[config.mk]
export PLATFORM = sky130hd
export DESIGN_NAME = regfile_write_arbiter
export DESIGN_NICKNAME = d
export VERILOG_FILES = /design/src/rtl/regfile_write_arbiter.sv
export SDC_FILE = /design/constraint.sdc
export NUM_CORES = 1
export LEC_CHECK = 0
export ABC_AREA = 1
export CAP_MARGIN = 20
export CELL_PAD_IN_SITES_DETAIL_PLACEMENT = 1
export CELL_PAD_IN_SITES_GLOBAL_PLACEMENT = 2
export CORE_MARGIN = 10
export CORE_UTILIZATION = 23
export DETAILED_ROUTE_END_ITERATION = 10
export PLACE_DENSITY = 0.95
export SLEW_MARGIN = 20
export SYNTH_ARGS = -nofsm -noshare
export SYNTH_HDL_FRONTEND = slang
export SYNTH_SLANG_ARGS = --single-unit
[constraint.sdc]
create_clock -name clock -period 4.65 [get_ports clock]
set_clock_uncertainty 0.05 [all_clocks]
set_input_delay 0.93 -clock clock [delete_from_list [all_inputs] [get_ports clock]]
set_output_delay 0.93 -clock clock [all_outputs]
set_load 0.005 [all_outputs]
[src/rtl/regfile_write_arbiter.sv]
// regfile_write_arbiter: round-robin arbiter that shares the single register-file
// write port among N_REQ writeback requesters, with a 32-entry pending-write
// scoreboard for RAW stalls and a sticky halt on finish_flag.
// Optional statistics counters are built when RF_ARB_STATS_EN is defined.
module regfile_write_arbiter #(
  parameter int N_REQ  = 3,
  parameter int DATA_W = 32,
  parameter int STAT_W = 16
) (
  input  logic                    clock,
  input  logic                    reset_n,
  input  logic                    finish_flag,
  input  logic [N_REQ-1:0]        req_valid,
  input  logic [5*N_REQ-1:0]      req_rd,
  input  logic [DATA_W*N_REQ-1:0] req_data,
  output logic [N_REQ-1:0]        req_ready,
  output logic                    RegWrite,
  output logic [4:0]              RD,
  output logic [DATA_W-1:0]       WriteData,
  input  logic                    sb_set_valid,
  input  logic [4:0]              sb_set_rd,
  output logic [31:0]             sb_pending,
  output logic                    halted
`ifdef RF_ARB_STATS_EN
  ,
  output logic [STAT_W*N_REQ-1:0] stat_grants,
  output logic [STAT_W-1:0]       stat_conflicts
`endif
);

  localparam int PTR_W = (N_REQ > 2) ? 2 : 1;

  typedef enum logic [1:0] {IDLE = 2'd0, WRITE = 2'd1, HALT = 2'd2} state_t;

  state_t              state, state_d;
  logic [PTR_W-1:0]    rr_ptr;
  logic [PTR_W:0]      cand;
  logic                grant_any;
  logic [PTR_W-1:0]    grant_idx;
  logic [N_REQ-1:0]    grant_vec;
  logic [4:0]          sel_rd;
  logic [DATA_W-1:0]   sel_data;
  logic [31:0]         sb_d;

  // Round-robin search starting after the last granted requester; the grant is
  // suppressed in reset, in HALT and in the cycle finish_flag is seen.
  always_comb begin
    grant_any = 1'b0;
    grant_idx = '0;
    cand      = '0;
    for (int k = 0; k < N_REQ; k++) begin
      cand = {1'b0, rr_ptr} + (PTR_W+1)'(k + 1);
      if (cand >= (PTR_W+1)'(N_REQ)) cand = cand - (PTR_W+1)'(N_REQ);
      for (int j = 0; j < N_REQ; j++) begin
        if (!grant_any && cand == (PTR_W+1)'(j) && req_valid[j]) begin
          grant_any = 1'b1;
          grant_idx = PTR_W'(j);
        end
      end
    end
    if (state == HALT || finish_flag || !reset_n) grant_any = 1'b0;
  end

  // One-hot grant and the selected requester's write payload.
  always_comb begin
    grant_vec = '0;
    sel_rd    = '0;
    sel_data  = '0;
    for (int j = 0; j < N_REQ; j++) begin
      if (grant_any && grant_idx == PTR_W'(j)) begin
        grant_vec[j] = 1'b1;
        sel_rd       = req_rd[5*j +: 5];
        sel_data     = req_data[DATA_W*j +: DATA_W];
      end
    end
  end

  assign req_ready = grant_vec;
  assign halted    = (state == HALT);

  // Next state: HALT is absorbing; otherwise WRITE tracks whether a write was just granted.
  always_comb begin
    state_d = state;
    if (state != HALT) begin
      if (finish_flag)    state_d = HALT;
      else if (grant_any) state_d = WRITE;
      else                state_d = IDLE;
    end
  end

  // FSM state register.
  always_ff @(posedge clock or negedge reset_n) begin
    if (!reset_n) state <= IDLE;
    else          state <= state_d;
  end

  // Scoreboard next value: a grant clears its rd, a decode reservation sets (and wins).
  always_comb begin
    sb_d = sb_pending;
    if (grant_any) sb_d[sel_rd] = 1'b0;
    if (state != HALT && sb_set_valid && sb_set_rd != 5'd0) sb_d[sb_set_rd] = 1'b1;
    sb_d[0] = 1'b0;
  end

  // Output register stage, round-robin pointer and scoreboard; writes to x0 are
  // accepted but never raise RegWrite.
  always_ff @(posedge clock or negedge reset_n) begin
    if (!reset_n) begin
      rr_ptr     <= PTR_W'(N_REQ - 1);
      RegWrite   <= 1'b0;
      RD         <= '0;
      WriteData  <= '0;
      sb_pending <= '0;
    end else begin
      RegWrite   <= grant_any && (sel_rd != 5'd0);
      sb_pending <= sb_d;
      if (grant_any) begin
        rr_ptr    <= grant_idx;
        RD        <= sel_rd;
        WriteData <= sel_data;
      end
    end
  end

`ifdef RF_ARB_STATS_EN
  logic [STAT_W-1:0] grants_q [N_REQ];
  logic [2:0]        nvalid;

  function automatic logic [STAT_W-1:0] sat_inc(input logic [STAT_W-1:0] v);
    return (&v) ? v : v + STAT_W'(1);
  endfunction

  // Count of simultaneously valid requesters for conflict statistics.
  always_comb begin
    nvalid = '0;
    for (int j = 0; j < N_REQ; j++) nvalid = nvalid + {2'b00, req_valid[j]};
  end

  // Saturating statistics counters, frozen once halted.
  always_ff @(posedge clock or negedge reset_n) begin
    if (!reset_n) begin
      for (int j = 0; j < N_REQ; j++) grants_q[j] <= '0;
      stat_conflicts <= '0;
    end else if (state != HALT) begin
      for (int j = 0; j < N_REQ; j++) begin
        if (grant_vec[j]) grants_q[j] <= sat_inc(grants_q[j]);
      end
      if (nvalid >= 3'd2) stat_conflicts <= sat_inc(stat_conflicts);
    end
  end

  for (genvar g = 0; g < N_REQ; g++) begin : g_stat
    assign stat_grants[STAT_W*g +: STAT_W] = grants_q[g];
  end
`else
  logic unused_stat_cfg;
  assign unused_stat_cfg = (STAT_W > 0);
`endif

endmodule

Yosys cells after proc, flatten, opt, wreduce, memory -nomap -nowiden
Cells that the tools add are included.
{"block": "totals", "reg_bits": 73, "in_bits": 123, "output_inout_bits": 74, "elab_cells": 112}
{"block": "op_classes", "addsub": 6, "magnitude_cmp": 7, "eq_ne": 10, "mux": 38, "bitwise_logic": 3, "n_reduce_logical": 42}
{"operator": "$mux W32", "n": 5}
{"operator": "$and A32 B32 Y32", "n": 1}
{"operator": "$not A32 Y32", "n": 1}
{"operator": "$or A32 B32 Y32", "n": 1}
{"operator": "$logic_and A1 B1 Y1", "n": 25}
{"operator": "$mux W1", "n": 17}
{"operator": "$mux W2", "n": 8}
{"operator": "$mux W5", "n": 3}
{"operator": "$lt A5 B6 Y1 const B", "n": 2}
{"operator": "$demux W1 S5", "n": 2}
{"operator": "$ge A5 B1 Y1 const B", "n": 2}
{"operator": "$reduce_bool A5 Y1", "n": 2}
{"operator": "$eq A3 B1 Y1 const B", "n": 3}
{"operator": "$eq A3 B2 Y1 const B", "n": 3}
{"operator": "$ge A3 B2 Y1 const B", "n": 3}
{"operator": "$logic_not A1 Y1", "n": 9}
{"operator": "$logic_not A3 Y1", "n": 3}
{"operator": "$mux W3", "n": 3}
{"operator": "$sub A3 B2 Y3 const B", "n": 3}
{"operator": "$add A2 B2 Y3 const B", "n": 2}
{"operator": "$eq A2 B2 Y1 const B", "n": 2}
{"operator": "$add A2 B1 Y3 const B", "n": 1}
{"operator": "$eq A2 B1 Y1 const B", "n": 1}
{"operator": "$logic_not A2 Y1", "n": 1}
{"operator": "2 further kinds", "n": 3}

Longest topological paths before layout
Gate-level depths: netlist of run 1.
{"block": "depth", "word_depth": 52, "mapped_depth": 19}

Least setup slack after synthesis of run 1
Ideal clock, no wire load.
{"block": "synth_timing", "kind": "input -> output", "from": "input port req_valid[2]", "to": "output port req_ready[1]", "t_arrival_ns": 2.079, "required_ns": 3.670, "path_slack_ns": 1.591, "stages": 12, "path_cell_list": "nand2_1 inv_2 nor2_4 nand4_2 nor2_4 nand3_2 nand2_2 inv_2 buf_6 nand2_1 inv_1 buf_2"}
{"block": "synth_between", "elab_chain_cells": 29, "elab_cells_between_ends": 37, "cone_classes": "eq/ne (1); mux (16); reduce/logical (20)"}
{"item": "from (decl)", "line_no": "13", "source": "input logic [N_REQ-1:0] req_valid,"}
{"item": "$logic_and A1 B1 Y1", "line_no": "55", "source": "if (!grant_any && cand == (PTR_W+1)'(j) && req_valid[j]) begin"}
{"item": "$mux W1", "line_no": "55"}
{"item": "$logic_not A1 Y1", "line_no": "55"}
{"item": "$logic_and A1 B1 Y1 (2 in a row)", "line_no": "55"}
{"item": "$mux W1", "line_no": "55"}
{"item": "$logic_not A1 Y1", "line_no": "55"}
{"item": "$logic_and A1 B1 Y1 (2 in a row)", "line_no": "55"}
{"item": "$mux W1", "line_no": "55"}
{"item": "(+9 left out)"}
{"item": "$logic_and A1 B1 Y1 (2 in a row)", "line_no": "55"}
{"item": "$mux W1", "line_no": "55"}
{"item": "$logic_not A1 Y1", "line_no": "55"}
{"item": "$logic_and A1 B1 Y1 (2 in a row)", "line_no": "55"}
{"item": "$mux W2 / $mux W1 (equally long branches)", "line_no": "55"}
{"item": "$eq A2 B1 Y1 / $mux W1 (equally long branches)", "line_no": "70, 61"}
{"item": "$logic_and A1 B1 Y1 (*)", "line_no": "70", "source": "if (grant_any && grant_idx == PTR_W'(j)) begin"}
{"item": "$mux W1 (*)", "line_no": "70"}
{"item": "to (decl)", "line_no": "16", "source": "output logic [N_REQ-1:0] req_ready,"}
Mark *: on every way between the ends. The rest lies on a longest branch, timed or not.

Worst setup path after layout of run 1
{"block": "layout_timing", "from": "input port req_valid[2]", "to": "output port req_ready[0]"}
{"block": "layout_between", "elab_chain_cells": 29, "elab_cells_between_ends": 37, "cone_classes": "mux (16); reduce/logical (21)"}
{"item": "$logic_and A1 B1 Y1", "line_no": "55"}
{"item": "$mux W1", "line_no": "55"}
{"item": "$logic_not A1 Y1", "line_no": "55"}
{"item": "$logic_and A1 B1 Y1 (2 in a row)", "line_no": "55"}
{"item": "$mux W1", "line_no": "55"}
{"item": "$logic_not A1 Y1", "line_no": "55"}
{"item": "$logic_and A1 B1 Y1 (2 in a row)", "line_no": "55"}
{"item": "$mux W1", "line_no": "55"}
{"item": "(+9 left out)"}
{"item": "$logic_and A1 B1 Y1 (2 in a row)", "line_no": "55"}
{"item": "$mux W1", "line_no": "55"}
{"item": "$logic_not A1 Y1", "line_no": "55"}
{"item": "$logic_and A1 B1 Y1 (2 in a row)", "line_no": "55"}
{"item": "$mux W1 / $mux W2 (equally long branches)", "line_no": "55"}
{"item": "$mux W1 / $logic_not A2 Y1 (equally long branches)", "line_no": "61, 70"}
{"item": "$logic_and A1 B1 Y1 (*)", "line_no": "70"}
{"item": "$mux W1 (*)", "line_no": "70"}
Marked as above.

==> impl_metrics.csv, run 1 <==
group,metric,value,unit
cells_and_area,n_antenna_cell,0,
logic_synthesis,synth_compound_area_share,2.28,%
cts,cts_buffers,9,
drt,dr.pass1.iters,4,
placement,post-place-ws,0.582,ns
global_route,grt_start_max_net_pins,74,
cells_and_area,multi_input_area,0.00180,sq mm
sta,period_needed,4.02,ns
cells_and_area,final_common_cell,"nand2_1",
run_status,outcome,"finished, final reports clean",
logic_synthesis,synth_top_family_by_area,"simple AND/OR/NAND/NOR gates",
drt,antenna_left,0,
logic_synthesis,synth_xor_xnor_area_share,0,%
power,power.internal,1460,uW
global_route,grt_pass1_wl,27000,um
floorplanning,rows,47,
logic_synthesis,synthDistinctLibCells,26,
sta,tightest_slew,0.899,ns
logic_synthesis,synth-simple-area-share,43.4,%
job,cap_viol_max_count,0,
setup_path,worstSetupPathType,"in2out",
drt,drt_wl_total,17900,um
logic_synthesis,ys_ff_latch,73,
sta,relSlewSlack,39.6,%
global_route,grt_pass1_vias,4635,
drt,wl_per_cell,19.7,um
setup_path,critPathRequiredTime,3.67,ns
logic_synthesis,yosys_warnings,0,
power,power_density,320,mW/mm^2
power,switching_share,27.8,%
cells_and_area,layout.nets,813,
cts,hold_buffers,0,
power,power.share.clock,33.5,%
logic_synthesis,synth-seq-area-share,47.5,%
cells_and_area,stdcell_count,912,
placement,place_inst,895,
sta,tns,0,ns
power,comb_power_share,27.5,%
cts,cts_tree,"built",
logic_synthesis,synthMuxAreaShare,0,%
cells_and_area,final_core_util,38.4,%
sta,rsz0062_at_grt,"no",
cts,clock_latency,0.34,ns
cells_and_area,nFillCells,1972,
global_route,gr-total-overflow,0,
power,ir_drop,153,uV
cts,htreeDepth,3,
global_route,grt_usage,15.7,%
logic_synthesis,syn-mean-instance-area,7.77,sq um
cts,clock_tree.buffer_depth,2,
cts,cts.clk_slew.worst_paths,0.06,ns
power,seqPwrFrac,38.9,%
placement,place_congestion,0.841,
cts,post_cts_buffers,0,
cells_and_area,area_growth,64.3,%
setup_path,crit_path_start_kind,"input pin",
sta,fmax,0.249,GHz
sta,setup_violations,0,
sta,worst_slack,0.627,ns
floorplanning,dieArea,0.0223,sq mm
global_route,antenna_found_initial,1,
cells_and_area,drive_gt1_share,9.39,%
cts,root_buffer,"clkbuf_16",
placement,port_buffers,195,
setup_path,end_kind,"output pin",
logic_synthesis,syn_inst,495,
floorplanning,start_util,23.4,%
cts,ctsResizeCount,0,
drt,viasPerCell,4.63,
setup_path,path_max_fanout,7,
cells_and_area,layout_common_cells,"nand2_1, clkdlybuf4s50_1, dfrtp_1",
cts,numClockSinks,73,
cells_and_area,regArea,0.00183,sq mm
drt,drcViolationCount,0,
sta,finalCritPeriodShare,86.5,%
drt,drt_iter0_drc,188,
logic_synthesis,yosys.area_share.adder,0.976,%
placement,dp_hpwl,14100,um
floorplanning,ioPinCount,197,
hold_path,min_path_type,"reg2reg",
logic_synthesis,synth_area,0.00384,sq mm
logic_synthesis,synth_nets,621,
floorplanning,die_h,149,um
floorplanning,core-area,0.0165,sq mm
power,p_sw,561,uW
sta,report.final.slew_viol_count,0,
power,p_leak,0.00286,uW
sta,hold_viol_final,0,
setup_path,cp_data_arrival_time,3.04,ns
floorplanning,die_width,149,um
drt,vias,4222,
## power groups by stage
stage	logic (uW)	clock network [uW]	registers (uW)
2_1_floorplan	180	0	798
3_3_place_gp	543	0	794
3_5_place_dp	563	0	800
4_1_cts	567	701	789
5_1_grt	609	733	800
6_report	556	678	788
## logic make-up after synthesis
kind of cell | count (synthesis)
simple gates | 352
flops | 73
fa+ha+maj | 3
compound gates | 17
other cells | 1
buf+inv | 49
## layout make-up
class / instances / area share (%)
Tap cell: 220 / 4.36
Sequential cell: 73 / 28.9
Timing Repair Buffer: 201 / 31.9
Clock inverter: 4 / 0.416
Multi-Input combinational cell: 373 / 28.5
Clock buffer: 12 / 4.22
Inverter: 29 / 1.72
## Yosys cell counts, drive strengths merged
library cell	instances	area (sq um)
nand2	239	917
dfrtp	72	1800
nand3	44	308
nand4	38	244
inv	29	109
nor2	20	138
o21ai	16	80.1
buf	10	71.3
clkbuf	10	37.5
nor4	6	37.5
nor3	4	20.0
ha	3	37.5
conb	1	3.75
dfstp	1	26.3
o21bai	1	7.51
or2	1	6.26
## sequential cells by signal (all words and copies together) (netlist names)
| register | cells |
|---|---|
| RD | 5 |
| state | 2 |
| RegWrite | 1 |
| rr_ptr | 2 |
| sb_pending | 31 |
| WriteData | 32 |
## per-layer routing
| layer | GRT usage, % | up-vias | wire, um |
|---|---|---|---|
| li1 | - | 1988 | - |
| met1 | 18.0 | 2035 | 7450 |
| met2 | 27.1 | 171 | 8650 |
| met3 | 5.25 | 26 | 1520 |
| met4 | 4.81 | 2 | 303 |
| met5 | 0 | - | 13 |
## worst max-delay path: stages
cell             delay [ns]
clkdlybuf4s50_1        0.51
nand2_1                0.12
inv_2                  0.09
nor2_4                 0.05
nand4_2                0.09
nor2_4                 0.05
nand2_1                0.07
nand2_2                0.11
nor2_2                 0.28
nand2_1                0.10
inv_1                  0.08
clkdlybuf4s50_1        0.56
## per-stage QoR
stage / instance area [sq um] / power (uW) / hold slack (ns)
detailed placement: 6000 / 1360 / 0.415
finish: 6320 / 2020 / 0.432
global route: 6320 / 2140 / 0.460
global placement: 6000 / 1340 / 0.413
floorplan: 3840 / 977 / 0.414
CTS: 6290 / 2060 / 0.434
## path summary, 6_finish.rpt
path	depth (start not counted)	end	slack, ns	startpoint
min	2	sb_pending[26]	0.43	sb_pending[26]
min reg2reg	2	sb_pending[26]	0.43	sb_pending[26]
min in group asynchronous	2	WriteData[1]	0.57	reset_n
max	12	req_ready[0]	0.63	req_valid[2]
max reg2reg	17	sb_pending[23]	1.48	rr_ptr[1]
max in group asynchronous	3	rr_ptr[1]	3.38	reset_n
No activity file was read; power rests on OpenSTA's default activity.
==> run 2: changes to the inputs <==
--- a/config.mk
+++ b/config.mk
@@ -10,8 +10,10 @@
 export CELL_PAD_IN_SITES_DETAIL_PLACEMENT = 1
 export CELL_PAD_IN_SITES_GLOBAL_PLACEMENT = 2
 export CORE_MARGIN = 10
-export CORE_UTILIZATION = 23
+export CORE_UTILIZATION = 36
+export CTS_CLUSTER_SIZE = 8
 export DETAILED_ROUTE_END_ITERATION = 10
+export DONT_BUFFER_PORTS = 1
 export PLACE_DENSITY = 0.95
 export SLEW_MARGIN = 20
 export SYNTH_ARGS = -nofsm -noshare
==> run 2 against run 1 <==
- core utilization up 1.8 points
- sequential power rose by 4.6%
- clock power fell by 17%
- critical path depth is the same
- total power down 21%
- setup slack gained 0.47 ns
- sequential share of layout area is 15 points higher
- cell count decreased by 31%
- sequential cell count is the same
- hold slack worse by 0.22 ns
- critical path type is now reg2out
- largest cell class is now registers
==> impl_metrics.csv, run 2 (same netlist as run 1, synthesis figures left out) <==
group,metric,value,unit
run_status,outcome,"finished, final reports clean",
setup_path,path_max_fanout,33,
power,ir_drop,140,uV
cts,ctsResizeCount,0,
sta,fmax,0.282,GHz
power,power.internal,1120,uW
cts,cts_tree,"built",
global_route,antenna_found_initial,0,
cells_and_area,largest_reg_flops,32,
setup_path,crit_path_start_kind,"flop",
cells_and_area,area_growth,8.23,%
floorplanning,rows,37,
drt,antenna_left,0,
global_route,grt_pass1_wl,20200,um
drt,drcViolationCount,0,
sta,tns,0,ns
cells_and_area,final_common_cell,"nand2_1",
cells_and_area,reg_top3,"WriteData x32, sb_pending x31, RD x5",
global_route,gr-total-overflow,0,
sta,report.final.slew_viol_count,0,
drt,dr.pass1.iters,4,
power,p_sw,480,uW
setup_path,reg2reg_setup_slack,1.45,ns
power,power_density,385,mW/mm^2
floorplanning,start_util,37.1,%
placement,place_congestion,0.912,
cts,hold_buffers,0,
floorplanning,die_h,123,um
setup_path,r2r_end,"sb_pending[23]",
placement,place_area,0.00394,sq mm
cts,htreeDepth,3,
setup_path,worstSetupPathType,"reg2out",
sta,period_needed,3.55,ns
placement,port_buffers,0,
cts,cts.clk_slew.worst_paths,0.09,ns
setup_path,endpoint,"req_ready[0]",
sta,relSlewSlack,42.1,%
cts,cts_buffers,9,
cts,clock_tree.buffer_depth,2,
job,cap_viol_max_count,0,
hold_path,min_path_type,"in2async",
cells_and_area,layout.nets,616,
sta,hold_viol_final,0,
floorplanning,dieArea,0.0152,sq mm
cells_and_area,stdcell_count,631,
setup_path,cp_data_arrival_time,2.57,ns
power,comb_power_share,13.3,%
sta,setup_violations,0,
floorplanning,die_width,123,um
cells_and_area,final_design_area_no_fill,0.00416,sq mm
cts,numClockSinks,73,
placement,place_inst,615,
setup_path,r2r_cells,15,
global_route,grt_usage,17.0,%
cts,post_cts_buffers,0,
power,seqPwrFrac,51.4,%
setup_path,end_kind,"output pin",
placement,dp_hpwl,10900,um
drt,drt_iter0_drc,132,
sta,tightest_slew,0.862,ns
power,power.share.clock,35.3,%
drt,vias,3416,
cts,clock_latency,0.34,ns
cts,root_buffer,"clkbuf_8",
sta,finalCritPeriodShare,76.3,%
power,power.total,1600,uW
drt,drt_wl_total,13700,um
drt,viasPerCell,5.41,
floorplanning,core-area,0.0104,sq mm
drt,wl_per_cell,21.7,um
cells_and_area,top_register,"WriteData",
sta,rsz0062_at_grt,"no",
setup_path,crit_start,"rr_ptr[1]",
power,switching_share,29.9,%
cells_and_area,drive_gt1_share,12.5,%
setup_path,critPathRequiredTime,3.67,ns
global_route,grt_pass1_vias,3590,
cells_and_area,n_antenna_cell,0,
setup_path,reg2reg_from,"rr_ptr[1]",
floorplanning,ioPinCount,197,
power,p_leak,0.00207,uW
global_route,grt_start_max_net_pins,75,
cells_and_area,layout_common_cells,"nand2_1, dfrtp_1, nand4_1",
cells_and_area,final_core_util,40.1,%
==> run 2: changes by cell type in the layout (fill, tap and decap cells not counted), moves of 2 or more <==
cell / before / now
clkbuf_16: 9 / 0
clkdlybuf4s50_1: 194 / 0
inv_6: 0 / 2
clkinv_2: 2 / 0
bufinv_16: 0 / 2
clkbuf_8: 3 / 9
buf_4: 6 / 4
==> run 2: layout make-up <==
cell class | count | area, sq um
sequential | 73 | 1830
fill | 1282 | 6210
multi-input combinational | 373 | 1800
clock buffer | 9 | 124
inverter | 29 | 109
timing repair buffer | 4 | 30.0
tap | 136 | 170
clock inverter | 7 | 101
==> run 2: how the worst min path moves through the flow <==
stage / start / to / slack, ns / cells past startpoint
floorplan: sb_pending[24] / sb_pending[24] / 0.41 / 2
global placement: sb_pending[24] / sb_pending[24] / 0.45 / 2
detailed placement: sb_pending[27] / sb_pending[27] / 0.45 / 2
CTS: reset_n / sb_pending[26] / 0.19 / 0
global route: reset_n / sb_pending[26] / 0.18 / 0
finish: reset_n / sb_pending[26] / 0.21 / 0
==> run 2: critical path, cell delays in order (launching register included) <==
cell     delay, ns
dfstp_2       0.54
inv_1         0.07
ha_1          0.30
nor2_2        0.19
nor2_4        0.06
nand2_1       0.05
o21ai_0       0.07
inv_1         0.08
nand2_2       0.12
nor2_2        0.27
nand2_1       0.09
inv_1         0.06
buf_4         0.32
==> run 2: power groups by stage <==
stage,Combinational [uW],Clock [uW],Sequential [uW]
after floorplan,180,0,798
after global placement,200,0,838
after detailed placement,214,0,841
after CTS,216,585,829
after global routing,244,611,839
final,213,565,824
==> run 2: per-stage QoR <==
stage / hold WS (ns) / setup slack [ns]
floorplan: 0.414 / 1.59
global placement: 0.452 / 1.49
detailed placement: 0.452 / 1.34
CTS: 0.191 / 1.07
global route: 0.179 / 0.905
finish: 0.212 / 1.10
==> run 2: routing by layer <==
| layer | part of all wire [%] | GRT usage [%] | up-vias |
|---|---|---|---|
| met4 | 2.4 | 5.31 | 0 |
| met1 | 35 | 18.4 | 1632 |
| met3 | 14 | 8.11 | 27 |
| li1 | - | - | 1589 |
| met2 | 49 | 28.8 | 168 |
| met5 | 0 | 0 | - |
==> run 3: changes to the inputs <==
--- a/config.mk
+++ b/config.mk
@@ -10,11 +10,11 @@
 export CELL_PAD_IN_SITES_DETAIL_PLACEMENT = 1
 export CELL_PAD_IN_SITES_GLOBAL_PLACEMENT = 2
 export CORE_MARGIN = 10
-export CORE_UTILIZATION = 36
+export CORE_UTILIZATION = 33
 export CTS_CLUSTER_SIZE = 8
 export DETAILED_ROUTE_END_ITERATION = 10
 export DONT_BUFFER_PORTS = 1
-export PLACE_DENSITY = 0.95
+export PLACE_DENSITY = 0.89
 export SLEW_MARGIN = 20
 export SYNTH_ARGS = -nofsm -noshare
 export SYNTH_HDL_FRONTEND = slang
==> constraint.sdc (replaced) <==
create_clock -name clock -period 3.4 [get_ports clock]
set_clock_uncertainty 0.05 [all_clocks]
set_input_delay 0.68 -clock clock [delete_from_list [all_inputs] [get_ports clock]]
set_output_delay 0.68 -clock clock [all_outputs]
set_load 0.005 [all_outputs]
==> run 3 against run 2 <==
- clock power grew 67%
- total power grew 49%
- combinational power grew 50%
- critical endpoint unchanged
==> impl_metrics.csv, run 3 (same netlist as run 1, synthesis figures left out) <==
group,metric,value,unit
run_status,outcome,"finished, final reports clean",
drt,vias,3469,
setup_path,cp_data_arrival_time,2.50,ns
global_route,grt_pass1_wl,21700,um
placement,port_buffers,0,
power,p_leak,0.00212,uW
cts,cts_tree,"built",
power,comb_power_share,13.3,%
sta,period_needed,3.23,ns
setup_path,cpPeakStageDelay,0.53,ns
floorplanning,core-area,0.0114,sq mm
setup_path,slowest_stage,"dfstp_2",
cts,cts_buffers,9,
drt,dr.pass1.iters,4,
setup_path,crit_buf_inv,4,
cells_and_area,drive_gt1_share,13.2,%
cells_and_area,n_antenna_cell,0,
cts,root_buffer,"clkbuf_16",
cts,clock_tree.buffer_depth,2,
cells_and_area,layout.nets,620,
sta,finalCritPeriodShare,95.0,%
cts,cts.clk_slew.worst_paths,0.05,ns
sta,rsz0062_at_grt,"no",
floorplanning,die_h,128,um
floorplanning,ioPinCount,197,
drt,antenna_left,0,
sta,hold_viol_final,0,
power,power.share.clock,39.3,%
drt,drcViolationCount,0,
cts,numClockSinks,73,
hold_path,min_path_type,"in2async",
drt,viasPerCell,5.40,
drt,drt_wl_total,14500,um
cells_and_area,layout_common_cells,"nand2_1, dfrtp_1, nand4_1",
power,power.internal,1710,uW
cells_and_area,nFillCells,1422,
global_route,grt_pass1_vias,3764,
setup_path,cp_top_family,"simple AND/OR/NAND/NOR gates",
setup_path,worstSetupPathType,"reg2out",
setup_path,cp_common_cell,"inv_1",
cells_and_area,regArea,0.00183,sq mm
placement,dp_hpwl,11400,um
drt,wl_per_cell,22.5,um
setup_path,path_max_fanout,10,
sta,setup_violations,0,
floorplanning,rows,39,
drt,drt_iter0_drc,163,
setup_path,crit_path_start_kind,"flop",
global_route,antenna_found_initial,0,
cts,htreeDepth,3,
power,seqPwrFrac,47.3,%
sta,tns,0,ns
sta,report.final.slew_viol_count,0,
power,switching_share,28.6,%
cells_and_area,multi_input_area,0.00181,sq mm
cells_and_area,area_growth,11.7,%
job,cap_viol_max_count,0,
global_route,grt_start_max_net_pins,73,
sta,tightest_slew,0.902,ns
floorplanning,dieArea,0.0164,sq mm
sta,relSlewSlack,39.4,%
sta,fmax,0.310,GHz
cells_and_area,largest_reg_flops,32,
global_route,grt_usage,17.0,%
placement,place_congestion,0.829,
global_route,gr-total-overflow,0,
cells_and_area,top_register,"WriteData",
setup_path,end_kind,"output pin",
cts,post_cts_buffers,0,
power,power_density,557,mW/mm^2
power,p_sw,684,uW
cts,clock_latency,0.33,ns
floorplanning,start_util,33.7,%
cells_and_area,reg_top3,"WriteData x32, sb_pending x31, RD x5",
floorplanning,die_width,128,um
cells_and_area,final_common_cell,"nand2_1",
setup_path,worstPathCellList,"inv_1 -> ha_1 -> nor2_2 -> nor2_4 -> nand2_1 -> o21ai_0 -> inv_1 -> nand2_2 -> nor2_2 -> nand2_1 -> inv_1 -> buf_4",
cells_and_area,final_core_util,37.6,%
power,ir_drop,263,uV
setup_path,critPathRequiredTime,2.67,ns
==> run 3: changes by cell type in the layout (fill, tap and decap cells not counted), sizes merged <==
cell,change
buf,+3
bufinv,-1
clkbuf,+4
clkinv,+1
inv,-3
==> run 3: routing by layer <==
metal / up-vias / wire, um / share of wire (%) / track usage [%]
met5: - / 0 / 0 / 0
met4: 0 / 235 / 1.6 / 6.29
met3: 17 / 1620 / 11 / 7.20
met2: 158 / 7340 / 51 / 29.4
met1: 1691 / 5260 / 36 / 17.9
li1: 1603 / - / - / -
==> run 3: path summary, 6_finish.rpt <==
path	startpoint	endpoint	slack, ns	cells after the start
min	reset_n	rr_ptr[1]	0.14	0
min reg2reg	sb_pending[19]	sb_pending[19]	0.46	2
max in group asynchronous	reset_n	WriteData[13]	2.81	1
max	rr_ptr[1]	req_ready[0]	0.17	12
max reg2reg	rr_ptr[1]	sb_pending[20]	0.46	16
min in group clock	req_data[28]	WriteData[28]	0.41	2
==> run 3: final cells by class <==
type,count,share of cell area (%)
Clock inverter,3,0.932
Tap cell,143,4.17
Timing Repair inverter,1,0.117
Inverter,29,2.68
Sequential cell,73,42.6
Timing Repair Buffer,7,1.69
Multi-Input combinational cell,373,42.0
Clock buffer,13,5.83
==> run 3: repair_timing <==
| action | CTS | global route |
|---|---|---|
| endpoints found under the setup margin | 0 | 1 |
| hold buffers | 1 | 0 |
| resized for setup | 0 | 5 |
| endpoints found under the hold margin | 72 | 0 |
==> run 3: metrics by stage <==
step	setup WS [ns]	cell area (sq um)	power (uW)	cells	hold slack, ns
floorplan	0.720	3840	1340	495	0.334
global placement	0.564	3960	1430	624	0.338
detailed placement	0.369	3960	1460	624	0.337
CTS	0.0877	4280	2430	641	0.120
global route	0.00634	4300	2530	642	0.118
finish	0.170	4300	2390	642	0.137
==> run 3: power by group through the flow <==
stage	clock, uW	combinational (uW)	sequential (uW)
after floorplan	0	246	1090
after global placement	0	274	1160
after detailed placement	0	298	1160
after CTS	967	323	1140
after global routing	1010	367	1160
final	941	319	1130
